## config.mk

```make
export PLATFORM = sky130hd
export DESIGN_NAME = motion_cmd_arbiter
export DESIGN_NICKNAME = d
export VERILOG_FILES = /design/src/rtl/motion_pkg.sv /design/src/rtl/ir_hold_timer.sv /design/src/rtl/motion_cmd_arbiter.sv
export SDC_FILE = /design/constraint.sdc
export NUM_CORES = 1
export LEC_CHECK = 0
export CAP_MARGIN = 20
export CORE_MARGIN = 3
export CORE_UTILIZATION = 55
export CTS_BUF_LIST = sky130_fd_sc_hd__clkbuf_4
export CTS_CLUSTER_DIAMETER = 60
export DETAILED_ROUTE_END_ITERATION = 16
export GPL_TIMING_DRIVEN = 0
export PLACE_DENSITY = 0.88
export SETUP_SLACK_MARGIN = 0.4
export SYNTH_ARGS = -nofsm -noshare
export SYNTH_HDL_FRONTEND = slang
export SYNTH_HIERARCHICAL = 1
export SYNTH_SLANG_ARGS = --single-unit
```

## constraint.sdc

```tcl
create_clock -name clk -period 2.9 [get_ports clk]
set_input_delay 0.58 -clock clk [delete_from_list [all_inputs] [get_ports clk]]
set_output_delay 0.58 -clock clk [all_outputs]
set_load 0.1 [all_outputs]
```

## src/rtl/motion_pkg.sv

```systemverilog
// -----------------------------------------------------------------------------
// motion_pkg
// Shared definitions for the motion command arbiter:
//   - motor command codes (CMD_STOP..CMD_RIGHT) and their width
//   - command source codes (SRC_NONE..SRC_TRACK)
//   - arbiter FSM state enum and the packed target payload
//   - helpers: illegal-command squashing and counter width sizing
// -----------------------------------------------------------------------------
package motion_pkg;

    localparam int unsigned CMD_W = 3;
    localparam int unsigned SRC_W = 2;

    localparam logic [CMD_W-1:0] CMD_STOP  = 3'd0;
    localparam logic [CMD_W-1:0] CMD_FWD   = 3'd1;
    localparam logic [CMD_W-1:0] CMD_BACK  = 3'd2;
    localparam logic [CMD_W-1:0] CMD_LEFT  = 3'd3;
    localparam logic [CMD_W-1:0] CMD_RIGHT = 3'd4;

    localparam logic [SRC_W-1:0] SRC_NONE  = 2'd0;
    localparam logic [SRC_W-1:0] SRC_AVOID = 2'd1;
    localparam logic [SRC_W-1:0] SRC_IR    = 2'd2;
    localparam logic [SRC_W-1:0] SRC_TRACK = 2'd3;

    typedef enum logic [1:0] {
        ST_IDLE  = 2'd0,
        ST_RUN   = 2'd1,
        ST_DWELL = 2'd2
    } state_e;

    // Winning command of the priority selection and who asked for it.
    typedef struct packed {
        logic [CMD_W-1:0] cmd;
        logic [SRC_W-1:0] src;
    } target_t;

    // Codes above CMD_RIGHT are undefined for the motor driver; treat as stop.
    function automatic logic [CMD_W-1:0] legal_cmd(input logic [CMD_W-1:0] c);
        return (c > CMD_RIGHT) ? CMD_STOP : c;
    endfunction

    // Counter width able to hold n; never zero so a 0 parameter still elaborates.
    function automatic int unsigned cnt_width(input int unsigned n);
        return (n == 0) ? 1 : $clog2(n + 1);
    endfunction

endpackage

```

## src/rtl/ir_hold_timer.sv

```systemverilog
// -----------------------------------------------------------------------------
// ir_hold_timer
// Latches the last IR command and keeps it active for HOLD_CYCLES cycles
// after the most recent strobe. A strobe always reloads, including the cycle
// the counter would otherwise expire, so repeated strobes never drop the hold.
// Ports:
//   clk, rst     system clock, synchronous active-high reset
//   clear_i      abandon hold (emergency stop)
//   load_i       IR strobe; latch cmd_i and reload the counter
//   cmd_i        decoded IR command
//   active_o     registered: hold counter is nonzero
//   cmd_o        registered: latched (squashed) IR command
// -----------------------------------------------------------------------------
module ir_hold_timer
    import motion_pkg::*;
#(
    parameter int unsigned HOLD_CYCLES = 50_000_000
) (
    input  logic             clk,
    input  logic             rst,
    input  logic             clear_i,
    input  logic             load_i,
    input  logic [CMD_W-1:0] cmd_i,
    output logic             active_o,
    output logic [CMD_W-1:0] cmd_o
);

    localparam int unsigned HW = cnt_width(HOLD_CYCLES);

    logic [HW-1:0]    cnt_q, cnt_d;
    logic [CMD_W-1:0] cmd_q, cmd_d;
    logic             active_q, active_d;

    // Next-state: clear beats reload, reload beats countdown; saturates at 0.
    always_comb begin
        cnt_d = cnt_q;
        cmd_d = cmd_q;
        if (clear_i) begin
            cnt_d = '0;
            cmd_d = CMD_STOP;
        end else if (load_i) begin
            cnt_d = HW'(HOLD_CYCLES);
            cmd_d = legal_cmd(cmd_i);
        end else if (cnt_q != '0) begin
            cnt_d = cnt_q - HW'(1);
        end
        active_d = (cnt_d != '0);
    end

    always_ff @(posedge clk) begin
        if (rst) begin
            cnt_q    <= '0;
            cmd_q    <= CMD_STOP;
            active_q <= 1'b0;
        end else begin
            cnt_q    <= cnt_d;
            cmd_q    <= cmd_d;
            active_q <= active_d;
        end
    end

    assign active_o = active_q;
    assign cmd_o    = cmd_q;

endmodule

```

## src/rtl/motion_cmd_arbiter.sv

```systemverilog
// -----------------------------------------------------------------------------
// motion_cmd_arbiter
// Selects one motor command per cycle from estop / obstacle avoidance / IR
// remote (with hold timer) / line tracking, and inserts a forced-stop dwell
// when switching between two different running commands.
// Ports:
//   clk, rst               system clock, synchronous active-high reset
//   estop                  emergency stop (level)
//   avoid_req, avoid_cmd   obstacle-avoidance request and command
//   ir_valid, ir_cmd       IR strobe and decoded command
//   track_en, track_cmd    line-tracking enable and command
//   motor_cmd              registered command to the motor driver
//   src                    registered source of motor_cmd (0 while stopped)
//   dwell                  registered, high during a forced-stop dwell
// -----------------------------------------------------------------------------
module motion_cmd_arbiter
    import motion_pkg::*;
#(
    parameter int unsigned HOLD_CYCLES = 50_000_000,
    parameter int unsigned DEAD_CYCLES = 5_000_000
) (
    input  logic             clk,
    input  logic             rst,
    input  logic             estop,
    input  logic             avoid_req,
    input  logic [CMD_W-1:0] avoid_cmd,
    input  logic             ir_valid,
    input  logic [CMD_W-1:0] ir_cmd,
    input  logic             track_en,
    input  logic [CMD_W-1:0] track_cmd,
    output logic [CMD_W-1:0] motor_cmd,
    output logic [SRC_W-1:0] src,
    output logic             dwell
);

    localparam int unsigned DW = cnt_width(DEAD_CYCLES);

    logic             ir_active;
    logic [CMD_W-1:0] ir_held_cmd;
    target_t          target;
    state_e           state_q;
    logic [DW-1:0]    dcnt_q;

    ir_hold_timer #(
        .HOLD_CYCLES (HOLD_CYCLES)
    ) u_ir_hold (
        .clk      (clk),
        .rst      (rst),
        .clear_i  (estop),
        .load_i   (ir_valid),
        .cmd_i    (ir_cmd),
        .active_o (ir_active),
        .cmd_o    (ir_held_cmd)
    );

    // Priority selection of this cycle's target command.
    always_comb begin
        target = '{cmd: CMD_STOP, src: SRC_NONE};
        if (estop) begin
            target = '{cmd: CMD_STOP, src: SRC_NONE};
        end else if (avoid_req) begin
            target = '{cmd: legal_cmd(avoid_cmd), src: SRC_AVOID};
        end else if (ir_active) begin
            target = '{cmd: ir_held_cmd, src: SRC_IR};
        end else if (track_en) begin
            target = '{cmd: legal_cmd(track_cmd), src: SRC_TRACK};
        end
    end

    // Arbiter FSM with registered outputs.
    always_ff @(posedge clk) begin
        if (rst || estop) begin
            state_q   <= ST_IDLE;
            motor_cmd <= CMD_STOP;
            src       <= SRC_NONE;
            dwell     <= 1'b0;
            dcnt_q    <= '0;
        end else begin
            case (state_q)
                ST_IDLE: begin
                    if (target.cmd != CMD_STOP) begin
                        state_q   <= ST_RUN;
                        motor_cmd <= target.cmd;
                        src       <= target.src;
                    end
                end
                ST_RUN: begin
                    if (target.cmd == CMD_STOP) begin
                        state_q   <= ST_IDLE;
                        motor_cmd <= CMD_STOP;
                        src       <= SRC_NONE;
                    end else if (target.cmd == motor_cmd) begin
                        // Same motion, different requester: relabel only.
                        src <= target.src;
                    end else if (DEAD_CYCLES == 0) begin
                        motor_cmd <= target.cmd;
                        src       <= target.src;
                    end else begin
                        state_q   <= ST_DWELL;
                        motor_cmd <= CMD_STOP;
                        src       <= SRC_NONE;
                        dwell     <= 1'b1;
                        dcnt_q    <= DW'(DEAD_CYCLES);
                    end
                end
                ST_DWELL: begin
                    if (target.cmd == CMD_STOP) begin
                        state_q <= ST_IDLE;
                        dwell   <= 1'b0;
                        dcnt_q  <= '0;
                    end else if (dcnt_q <= DW'(1)) begin
                        // Last dwell cycle: resume with whatever wins now.
                        state_q   <= ST_RUN;
                        motor_cmd <= target.cmd;
                        src       <= target.src;
                        dwell     <= 1'b0;
                        dcnt_q    <= '0;
                    end else begin
                        dcnt_q <= dcnt_q - DW'(1);
                    end
                end
                default: begin
                    state_q   <= ST_IDLE;
                    motor_cmd <= CMD_STOP;
                    src       <= SRC_NONE;
                    dwell     <= 1'b0;
                    dcnt_q    <= '0;
                end
            endcase
        end
    end

endmodule

```

# --- After elaboration in Yosys (flattened, before gate mapping) ---
# Index checks and enable logic that the tools add are counted.
classes:
  muxes: 38
  n_addsub: 2
  eq_ne: 10
  bitwise: 1
  n_reduce_logical: 12
  n_lt_le_gt_ge: 4
ops:
  columns: ["cell", "n"]
  rows:
  - ["$mux W23", 4]
  - ["$mux W26", 3]
  - ["$pmux W23 S3", 1]
  - ["$reduce_bool A26 Y1", 2]
  - ["$sub A26 B1 Y26 const B", 1]
  - ["$mux W3", 8]
  - ["$le A23 B1 Y1 const B", 1]
  - ["$sub A23 B1 Y23 const B", 1]
  - ["$mux W2", 10]
  - ["$mux W5", 4]
  - ["$pmux W2 S3", 2]
  - ["$ne A2 B2 Y1 const B", 5]
  - ["$gt A3 B3 Y1 const B", 3]
  - ["$pmux W3 S3", 1]
  - ["$reduce_and A3 Y1", 3]
  - ["$reduce_and A4 Y1", 2]
  - ["$ne A3 B3 Y1 const B", 2]
  - ["$mux W1", 4]
  - ["$eq A3 B3 Y1", 1]
  - ["$logic_not A3 Y1", 1]
  - ["$pmux W1 S3", 1]
  - ["$reduce_bool A3 Y1", 1]
  - ["$eq A2 B1 Y1 const B", 1]
  - ["$eq A2 B2 Y1 const B", 1]
  - ["4 further kinds", 4]
word_totals:
  input_bits: 15
  out_inout_bits: 6
  ff_bits: 61
  elab_cells: 75

# --- Depth between registers and ports, before layout ---
# Gate-level depths: netlist of run 1.
logic_depth:
  depth_word: 10
  depth_mapped: 11

# --- Cells and area by module ---
# Netlist of run 1, hierarchy kept.
by_module_without_submodules:
  columns: ["mod", "cells_per_inst", "seq_area_each_um2", "n_inst", "area_per_inst_um2"]
  rows:
  - ["motion_cmd_arbiter", 271, 620.6, 1, 2112.0]
  - ["ir_hold_timer", 209, 600.6, 1, 1724.2]

# --- Worst setup path before layout of run 1 ---
# OpenSTA, ideal clock, no wires.
synth_path:
  path_type: "input to register"
  startpoint: "input track_cmd[2]"
  endpoint: "register dcnt_q[16]"
  cell_stages: 8
  n_path_buf: 1
  setup_slack_ns: 0.138
  arrival_time_ns: 2.691
  setup_time_ns: 0.071
  required_time_ns: 2.829
  path_cell_list: "or4bb_1 -> a221oi_1 -> a211oi_1 -> a21oi_1 -> o21ai_1 -> buf_2 -> or4b_1 -> a21oi_1"
synth_between:
  elab_chain_cells: 9
  word_cells_on_any_way: 13
  cone_classes: "order compare (1); eq/ne (3); mux (7); reduce/logical (2)"
synth_rtl:
  columns: ["element", "line", "source"]
  rows:
  - ["start, declared", "motion_cmd_arbiter.sv:30", "input logic [CMD_W-1:0] track_cmd,"]
  - ["$gt A3 B3 Y1", "motion_pkg.sv:39", "return (c > CMD_RIGHT) ? CMD_STOP : c;"]
  - ["$mux W3 *", "motion_pkg.sv:39", null]
  - ["$mux W5 *", "motion_cmd_arbiter.sv:65", "end else if (track_en) begin"]
  - ["$mux W5 *", "motion_cmd_arbiter.sv:63", "end else if (ir_active) begin"]
  - ["$mux W5 *", "motion_cmd_arbiter.sv:61", "end else if (avoid_req) begin"]
  - ["$mux W5 *", "motion_cmd_arbiter.sv:59", "if (estop) begin"]
  - ["$eq A3 B3 Y1 or $logic_not A3 Y1 (tied branches)", "motion_cmd_arbiter.sv:92, motion_cmd_arbiter.sv:88, motion_cmd_arbiter.sv:107", null]
  - ["$ne A2 B2 Y1 (no source line) or $mux W23 (tied branches)", null, null]
  - ["$reduce_and A3 Y1 (no source line) or $pmux W23 S3 (tied branches)", null, null]
  - ["end signal, assigned", "motion_cmd_arbiter.sv:103", "dcnt_q <= DW'(DEAD_CYCLES);"]
  - ["end signal, assigned", "motion_cmd_arbiter.sv:119", "dcnt_q <= dcnt_q - DW'(1);"]
  - ["end, declared", "motion_cmd_arbiter.sv:42", "logic [DW-1:0] dcnt_q;"]
# Every way passes the cells marked *; elsewhere a longest branch is shown, timed or not.
# A chain may end at the register's enable or synchronous reset.

# --- Worst setup path after layout of run 1 ---
layout_path:
  startpoint: "input track_cmd[2]"
  endpoint: "register dcnt_q[17]"
# The elaborated chain is that of the path after synthesis.

==> metrics.md, run 1 <==
| Metric | Value |
|---|---|
| Status | `completed` |
| I/O pin count | `21` |
| Worst-case clock buffer depth | `2` |
| Clock Sinks | `around 60` |
| MaxCap Viol Count | `0` |
| FP Rows | `29` |
| Post-Syn Area | `3840 um^2` |
| Cell count after placement | `592` |
| # fillers | `around 400` |
| FF+latch area | `between 1000 and 1500 um^2` |
| Crit Path Class | `primary input to register` |
| Vias in the first global route | `about 4,100` |
| Final setup fails | `0` |
| DRT iter0 DRCs | `539` |
| Port Buffers | `19` |
| Total track usage | `a little under a third` |
| CP required | `about 3.3 ns` |
| Multi-input gate area | `between 2000 and 3000 um^2` |
| Synthesized Nets | `502` |
| H-tree depth | `3` |
| Fraction of layout cells with a size suffix above 1 | `between 20% and 30%` |
| WL final | `approximately 14 mm` |
| Synth Register Bits | `between 60 and 70` |
| Reg2reg start | `u_ir_hold/active_o` |
| Number of synthesized flops with an enable pin | `0` |
| CTS Buf Count | `9` |
| Final period utilization | `roughly 94%` |
| RSZ-0062 raised after global routing | `yes` |
| Met2 Routed Length | `approximately 6.6 mm` |
| Vias | `4,575` |
| Routed wire per std cell | `between 20 and 25 um` |
| Metal3 WL | `about 1.5 mm` |
| Max Clk Rate | `~0.37 GHz` |
| Pwr dens | `~460 nW/um^2` |
| Clk slew on worst S/H paths | `between 0.1 and 0.15 ns` |
| Die width | `around 90 um` |
| Post-Syn Area per Cell | `between 7 and 8 um^2` |
| Final hold vios | `0` |
| First-pass GRT wire length | `approximately 19 mm` |
| R2R depth | `8` |
| Cell chosen for the clock root | `clkbuf_4` |
| HP Class | `register to register` |
| Crit end category | `register` |
| CTS tree | `yes` |
| GPL Wtd Cong | `between 0.9 and 1` |
| Post-synth top area cell | `dfxtp_1` |
| Initial Util | `around three fifths` |
| Sequential cell area fraction in the yosys report | `31.8%` |
| Antenna diodes | `0` |
| Chip height | `around 90 um` |
| Clock skew | `between 0.03 and 0.04 ns` |
| FFs w/ async S/R, synth | `0%` |
| Largest net degree at the start of global routing | `12` |
| Pins Over Slew Limit | `0` |
| Ys flop type | `dfxtp_1` |
| Most frequent cell after synthesis | `dfxtp_1` |
| Synthesis Warnings | `6` |
| Post-synth top area share | `31.8%` |
| DRC errors left | `0` |
| CP arrival | `3.08 ns` |
| Cell area after layout | `around 5100 um^2` |
| Crit Path Max Fanout | `4` |
| Unique masters post-synth | `74` |
| GRT Residual Overflow | `0` |
| Max_slew headroom | `34.0%` |
| Area growth, synth to finish | `32.7%` |
| Antenna violations before repair | `0` |
| CTS Hold Buffers Added | `0` |
| Ranking of synthesized cells by area | `dfxtp_1, a21oi_1, nor2_1` |
| Later-pin clock latency in the skew report | `around 0.44 ns` |
| Layout Cells excl Fill | `~650` |
| Post-DR vias/cell | `7.06` |
| CP startpoint kind | `primary input` |
| Leakage | `between 2 and 2.5 nW` |
| Antenna Nets Post-Route | `0` |
| Die area | `approximately 8000 um^2` |
| Top sig layer | `met4` |
| Post-Route M1 WL | `5.00 mm` |
| WHS Endpoint | `src[0]` |
| Max IR drop VDD | `0.000333 V` |
| Hold path start | `src[0]` |
| Reg2reg end | `dcnt_q[17]` |
| Final HPWL DP | `around 7.4 mm` |
| Post-synth top cells | `dfxtp_1, nor2_1, a21oi_1` |
| Core area | `roughly 6600 um^2` |
| Min Tclk post-route | `about 2.7 ns` |
| Hold path depth | `2` |
| R2R setup slack | `~0.21 ns` |
| Fin nets | `~570` |
| Number of detailed-route iterations in the first pass | `7` |
| Slew @ Worst Pin | `0.988 ns` |
| Placed cell area | `4200 um^2` |
| Post-Synthesis Cells | `480` |
==> through the flow <==
stage	hold slack, ns	setup WS, ns	TNS (ns)	total power [W]	utilization [%]
5_1_grt	0.524	0.149	0	0.00244	77.5
3_3_place_gp	0.446	-0.473	-10.88	0.00146	63.9
2_1_floorplan	0.432	0.272	0	0.00135	-
6_report	0.483	0.183	0	0.00236	77.5
4_1_cts	0.475	0.286	0	0.00220	70.0
3_5_place_dp	0.457	-0.591	-13.86	0.00148	63.9
==> power by group <==
part	switching (W)	total [W]	internal [W]	leakage, nW
clock	0.000345	0.000704	0.000359	0.0884
combinational	0.000430	0.000744	0.000313	1.45
sequential	0.0000437	0.000907	0.000863	0.500
total	0.000819	0.00236	0.00154	2.04
==> logic make-up after synthesis <==
group / after synthesis / share of synthesized area, %
compound gates: 128 / 21.6
simple gates: 219 / 33.8
flops: 61 / 31.8
mux: 4 / 1.08
xor+xnor: 21 / 4.79
fa+ha+maj: 7 / 2.28
buf+inv: 40 / 4.60
==> final cells by class <==
type                            instances  share of cell area (%)
Tap cell                               93                    2.29
Buffer                                 25                    3.42
Timing Repair Buffer                   59                    10.2
Clock buffer                           10                    1.47
Multi-Input combinational cell        379                    55.5
Clock inverter                          6                    1.70
Sequential cell                        61                    24.4
Inverter                               15                    1.11
==> state kept, by name (all words and copies together) (netlist names) <==
signal	count
u_ir_hold/active_o	1
dwell	1
state_q	2
dcnt_q	23
u_ir_hold/cnt_q	26
u_ir_hold/cmd_o	3
src	2
motor_cmd	3
==> layer usage <==
layer | global-route usage, % | vias up
li1 | - | 1938
met4 | 14.7 | 0
met3 | 7.19 | 136
met2 | 53.5 | 387
met1 | 34.7 | 2114
met5 | 0 | -
==> repair_timing <==
| item | 4_1_cts | 5_1_grt |
|---|---|---|
| gates resized for setup | 48 | 84 |
| pin swaps | 15 | 32 |
| cloned | 0 | 2 |
| endpoints found under the setup margin | 37 | 33 |
| buffers inserted | 17 | 21 |
==> critical path: stages <==
cell	delay, ns
clkdlybuf4s15_1	0.23
or4bb_4	0.60
a221oi_4	0.39
a211oi_2	0.13
a21oi_2	0.19
o21ai_2	0.12
buf_4	0.15
or4_1	0.53
o22ai_1	0.16
==> how the worst max path moves through the flow <==
| stage | start | end | cells past startpoint |
|---|---|---|---|
| after floorplan | track_cmd[2] | dcnt_q[16] | 8 |
| after global placement | track_en | dcnt_q[8] | 10 |
| after detailed placement | avoid_req | dcnt_q[3] | 11 |
| after CTS | dcnt_q[4] | dcnt_q[21] | 7 |
| after global routing | track_cmd[2] | dcnt_q[17] | 9 |
| final | track_cmd[2] | dcnt_q[17] | 9 |
==> cell usage in the layout, fill, tap and decap left out, drive strengths merged, types with 4 or more instances in the layout <==
cell and instances:
a211oi 5, a21oi 44, and3 7, buf 50, clkbuf 25, clkdlybuf4s50 4, dfxtp 61, dlygate4sd2 7
dlymetal6s2s 6, ha 7, inv 16, nand2 31, nand2b 9, nand3 18, nand4 6, nand4b 5
nor2 48, nor2b 6, nor3 20, nor4 15, nor4b 5, o211ai 13, o21ai 19, o22ai 8
o31ai 11, or2 6, or3 17, or4 11, xnor2 13, xor2 8
(Power assumes the default switching activity.)
==> inputs of run 2 (changes only) <==
- PLACE_DENSITY: 0.88 -> 0.85
- clock period: 2.9 -> 2.73 ns (I/O delays scaled with it)
==> run 2 against run 1 <==
Net effect: sequential power up 6.5%; die area is the same; critical path depth down 2; final area is 7.0% higher; utilization grew 5.4 points; combinational power grew 23%; clock power is 18% higher.
==> metrics.md, run 2 (synthesized netlist as in run 1, its figures left out) <==
| Metric | Value |
|---|---|
| Sw power | `0.000930 W` |
| Slew @ Worst Pin | `a little under 1 ns` |
| CP required | `3.03 ns` |
| Pwr dens | `499 nW/um^2` |
| Die width | `89.5 um` |
| Post-DR vias/cell | `roughly 7` |
| TNS Setup | `0 ns` |
| Antenna violations before repair | `0` |
| Later-pin clock latency in the skew report | `roughly 0.45 ns` |
| Largest net degree at the start of global routing | `12` |
| HP Class | `register to register` |
| Combinational power share | `33.8%` |
| # fillers | `327` |
| Final period utilization | `100%` |
| H-tree depth | `3` |
| Crit end category | `register` |
| Top Registers | `u_ir_hold/cnt_q x26, dcnt_q x23` |
| Max reg flops | `26` |
| Vias in the first global route | `slightly above 4,000` |
| Clock skew | `approximately 0.028 ns` |
| WL final | `~15 mm` |
| DRT iter0 DRCs | `485` |
| Antenna diodes | `0` |
| Routed wire per std cell | `22.8 um` |
| Most frequent cells in the layout | `dfxtp_1, buf_4, nor2_1` |
| Vias | `~4,600` |
| Final HPWL DP | `7.23 mm` |
| GPL Wtd Cong | `~0.9` |
| Most flop-heavy register | `u_ir_hold/cnt_q` |
| Port Buffers | `19` |
| MaxCap Viol Count | `0` |
| Net Sw Frac | `about a third` |
| Fin nets | `around 600` |
| First-pass GRT wire length | `about 20 mm` |
| Max_slew headroom | `35.9%` |
| Max IR drop VDD | `around 0.00046 V` |
| Die area | `between 8000 and 9000 um^2` |
| DRC errors left | `0` |
| Clock Sinks | `61` |
| FP Rows | `29` |
| Initial Util | `between 50% and 60%` |
| Number of detailed-route iterations in the first pass | `8` |
| RSZ-0062 raised after global routing | `yes` |
| Worst-case clock buffer depth | `2` |
| Cell chosen for the clock root | `clkbuf_4` |
| Int Pwr | `between 0.0015 and 0.002 W` |
| Max Clk Rate | `around 0.37 GHz` |
| Final hold vios | `0` |
| I/O pin count | `21` |
| Clk slew on worst S/H paths | `0.13 ns` |
| Seq pwr share | `a little over a third` |
| CP startpoint kind | `register` |
| Final core occ | `roughly 83%` |
| Chip height | `roughly 90 um` |
| Fraction of layout cells with a size suffix above 1 | `between 30% and 40%` |
| CTS Buf Count | `9` |
| Crit Path Max Fanout | `4` |
| Crit Path Class | `register to register` |
| Commonest non-fill, non-tap cell in the layout | `dfxtp_1` |
| Pins Over Slew Limit | `0` |
| CTS tree | `yes` |
| Core area | `approximately 6600 um^2` |
| Status | `completed` |
| CTS Hold Buffers Added | `0` |
| Leakage | `2.16 nW` |
| CP arrival | `about 3.0 ns` |
| GRT Residual Overflow | `0` |
| Area growth, synth to finish | `42.0%` |
| Clock power share | `30.6%` |
| Antenna Nets Post-Route | `0` |
| Min Tclk post-route | `2.73 ns` |
| Final setup fails | `0` |
| Total track usage | `32.6%` |
| Hold slack | `between 0.4 and 0.5 ns` |
==> run 2: per-stage QoR <==
stage          instances  setup WS [ns]  cell area (um^2)  total power, W
2_1_floorplan        480          0.136              3930         0.00144
3_3_place_gp         592         -0.617              4240         0.00156
3_5_place_dp         592         -0.663              4240         0.00158
4_1_cts              646         0.0959              4980         0.00251
5_1_grt              667         -0.115              5450         0.00281
6_report             667       0.000586              5450         0.00272
==> run 2: power groups by stage <==
stage	Sequential, W	Clock, W	Combinational (W)
finish	0.000966	0.000831	0.000918
global route	0.000970	0.000872	0.000965
detailed placement	0.000980	0	0.000600
floorplan	0.000993	0	0.000446
CTS	0.000960	0.000816	0.000738
global placement	0.000977	0	0.000585
==> run 2: critical path, stage by stage, from the launching register on <==
cell	delay (ns)
dfxtp_4	0.38
or4_4	0.54
or3_4	0.40
or3_4	0.35
or3_4	0.35
o31a_2	0.29
o211ai_1	0.17
o31ai_1	0.11
==> run 2: what timing repair did <==
action	CTS	global route
setup buffers	37	21
cloned	1	0
gates resized for setup	82	76
setup endpoints to repair	39	34
pin swaps	31	35
==> run 2: routing by layer <==
layer,global-route usage (%),vias to the layer above,part of all wire (%),wire length [um]
met2,56.3,370,48,7340
met4,17.7,0,6.9,1040
li1,-,1983,-,-
met3,8.02,128,10,1560
met5,0,-,0,0
met1,36.8,2138,35,5260
==> run 2: path summary, 6_finish.rpt <==
| path | slack, ns | cells after the start | endpoint | from |
|---|---|---|---|---|
| max | 0.0006 | 7 | dcnt_q[19] | dcnt_q[5] |
| min | 0.49 | 2 | u_ir_hold/cmd_o[0] | u_ir_hold/cmd_o[0] |
| min reg2reg | 0.49 | 2 | u_ir_hold/cmd_o[0] | u_ir_hold/cmd_o[0] |
| max reg2reg | 0.0006 | 7 | dcnt_q[19] | dcnt_q[5] |
==> run 2: area by class of cell <==
cell class	instances	area, um^2	share of cell area (%)
clock buffer	9	67.6	1.24
inverter	15	56.3	1.03
timing repair buffer	78	686	12.6
tap	93	116	2.14
clock inverter	7	113	2.07
buffer	25	185	3.40
sequential	61	1240	22.8
multi-input combinational	379	2980	54.7
==> inputs of run 3 (changes only) <==
- ABC_CLOCK_PERIOD_IN_PS: default -> 2730
- CORE_UTILIZATION: 55 -> 60
- PLACE_DENSITY: 0.85 -> 0.91
- SKIP_CTS_REPAIR_TIMING: default -> 1
==> run 3 against run 2 <==
Net effect: worst setup slack lost 0.11 ns; the flow now finishes with violations (setup timing); clock power shrank 22%; largest power group unchanged; clock skew shrank 0.011 ns; critical path depth grew 1; wire length shrank 12%.
==> metrics.md, run 3 (synthesized netlist as in run 1, its figures left out) <==
| Metric | Value |
|---|---|
| CP required | `a little over 3 ns` |
| Crit end category | `register` |
| Hold path start | `u_ir_hold/cmd_o[0]` |
| Clk slew on worst S/H paths | `between 0.1 and 0.15 ns` |
| Antenna diodes | `0` |
| Leakage | `about 2.0 nW` |
| Largest net degree at the start of global routing | `12` |
| RSZ-0062 raised after global routing | `yes` |
| Max Clk Rate | `0.352 GHz` |
| Clock Sinks | `61` |
| Post-DR vias/cell | `about 7` |
| GPL Wtd Cong | `around 0.95` |
| Min Tclk post-route | `around 2.8 ns` |
| Pwr dens | `around 490 nW/um^2` |
| Core area | `6060 um^2` |
| Max IR drop VDD | `around 0.00040 V` |
| Crit Path Max Fanout | `7` |
| Post-Route M1 WL | `4.74 mm` |
| Fin nets | `569` |
| Die width | `about 86 um` |
| R2R setup slack | `-0.11 ns` |
| Antenna violations before repair | `0` |
| Cells along the critical path | `inv_1 -> ha_1 -> or3b_2 -> nor3_1 -> nand2_1 -> nor3_1 -> or4b_4 -> a21oi_2` |
| Later-pin clock latency in the skew report | `approximately 0.42 ns` |
| Cell chosen for the clock root | `clkbuf_4` |
| CP arrival | `between 3 and 4 ns` |
| Max_slew headroom | `around 33%` |
| TNS Setup | `-0.176 ns` |
| Most numerous cell on the critical path | `nor3_1` |
| Pre-CTS WS | `-0.639 ns` |
| HP Class | `register to register` |
| Top Registers | `u_ir_hold/cnt_q x26, dcnt_q x23` |
| Worst-case clock buffer depth | `2` |
| Layout Cells excl Fill | `roughly 630` |
| Max reg flops | `26` |
| FP Rows | `28` |
| DRC errors left | `0` |
| CP max-delay cell | `or3b_2` |
| Crit Path Class | `register to register` |
| Vias | `4,456` |
| Slew @ Worst Pin | `roughly 1 ns` |
| Most flop-heavy register | `u_ir_hold/cnt_q` |
| Commonest non-fill, non-tap cell in the layout | `dfxtp_1` |
| Seq pwr share | `39.3%` |
| Reg2reg start | `dcnt_q[0]` |
| Initial Util | `between 60% and 70%` |
| Port Buffers | `19` |
| Antenna Nets Post-Route | `0` |
| DRT iter0 DRCs | `approximately 430` |
| Combinational power share | `~34%` |
| Final setup fails | `3` |
| WHS Endpoint | `u_ir_hold/cmd_o[0]` |
| Net Sw Frac | `36.8%` |
| Final HPWL DP | `~7.4 mm` |
| Most frequent cells in the layout | `dfxtp_1, nor2_1, buf_4` |
| I/O pin count | `21` |
| WL final | `between 10 and 15 mm` |
| H-tree depth | `3` |
| Routed wire per std cell | `about 21 um` |
| Slowest stage delay, CP | `approximately 0.53 ns` |
| Failing checks | `setup timing` |
| CP startpoint kind | `register` |
| Reg2reg end | `dcnt_q[16]` |
| CTS tree | `yes` |
| Total track usage | `around 28%` |
| Met2 Routed Length | `around 6.5 mm` |
| Hold path depth | `2` |
| MaxCap Viol Count | `0` |
| Sw power | `between 0.0009 and 0.001 W` |
| Die area | `7390 um^2` |
| Area growth, synth to finish | `31.0%` |
| Final hold vios | `0` |
| Clock skew | `approximately 0.016 ns` |
| GRT Residual Overflow | `0` |
| First-pass GRT wire length | `roughly 17 mm` |
| Final worst slack | `-0.108 ns` |
| Chip height | `86.0 um` |
| Top sig layer | `met4` |
| Pins Over Slew Limit | `0` |
| CTS Buf Count | `9` |
| Number of detailed-route iterations in the first pass | `5` |
| Total Power | `between 0.002 and 0.0025 W` |
| Hold slack | `between 0.4 and 0.5 ns` |
| Final period utilization | `104%` |
| Vias in the first global route | `3,647` |
| Cell count after placement | `574` |
| Status | `finished with violations` |
| Int Pwr | `0.00156 W` |
| R2R depth | `8` |
| Fraction of layout cells with a size suffix above 1 | `28.8%` |
| Clock power share | `roughly a quarter` |
| Metal3 WL | `between 1 and 1.5 mm` |
[run 3: changes by cell type in the layout (fill, tap and decap cells not counted), moves of 4 or more]
cell	delta
dlygate4sd2_1	-7
a21oi_2	-6
buf_4	-9
o22ai_2	-4
o22ai_1	+4
buf_6	-10
a21oi_1	+5
dlymetal6s2s_1	+7
[run 3: worst max path at each step]
stage / from / endpoint
6_report: dcnt_q[0] / dcnt_q[16]
5_1_grt: dcnt_q[0] / dcnt_q[18]
4_1_cts: track_en / dcnt_q[16]
3_5_place_dp: track_en / dcnt_q[16]
3_3_place_gp: track_en / dcnt_q[16]
2_1_floorplan: track_cmd[2] / dcnt_q[16]
[run 3: power by group through the flow]
stage	Clock, W	Combinational (W)	Sequential (W)
floorplan	0	0.000446	0.000993
global placement	0	0.000583	0.000978
detailed placement	0	0.000602	0.000980
CTS	0.000635	0.000605	0.000960
global route	0.000695	0.000893	0.000971
finish	0.000649	0.000845	0.000968
[run 3: layout make-up]
| cell class | count | area (um^2) |
|---|---|---|
| timing repair buffer | 56 | 500 |
| multi-input combinational | 379 | 2830 |
| clock buffer | 9 | 67.6 |
| tap | 75 | 93.8 |
| clock inverter | 7 | 66.3 |
| buffer | 25 | 159 |
| sequential | 61 | 1250 |
| fill | 330 | 1040 |
| inverter | 15 | 56.3 |
[run 3: routing by layer]
metal	up-vias	track usage, %
met2	355	47.9
met1	2055	35.1
li1	1936	-
met3	110	5.76
met5	-	0
met4	0	11.4
[run 3: stage by stage]
stage | utilization (%) | cell area (um^2)
floorplan | - | 3930
global placement | 69.6 | 4220
detailed placement | 69.6 | 4220
CTS | 71.8 | 4350
global route | 82.9 | 5020
finish | 82.9 | 5020
[run 3: critical path: cells and delay by family, from the launching register on]
kind | cells | cell delay, ns
buffers and inverters | 1 | 0.10
and+or+nand+nor | 5 | 1.89
adders and majority gates | 1 | 0.25
AOI/OAI and AO/OA | 1 | 0.13
DFF | 1 | 0.40
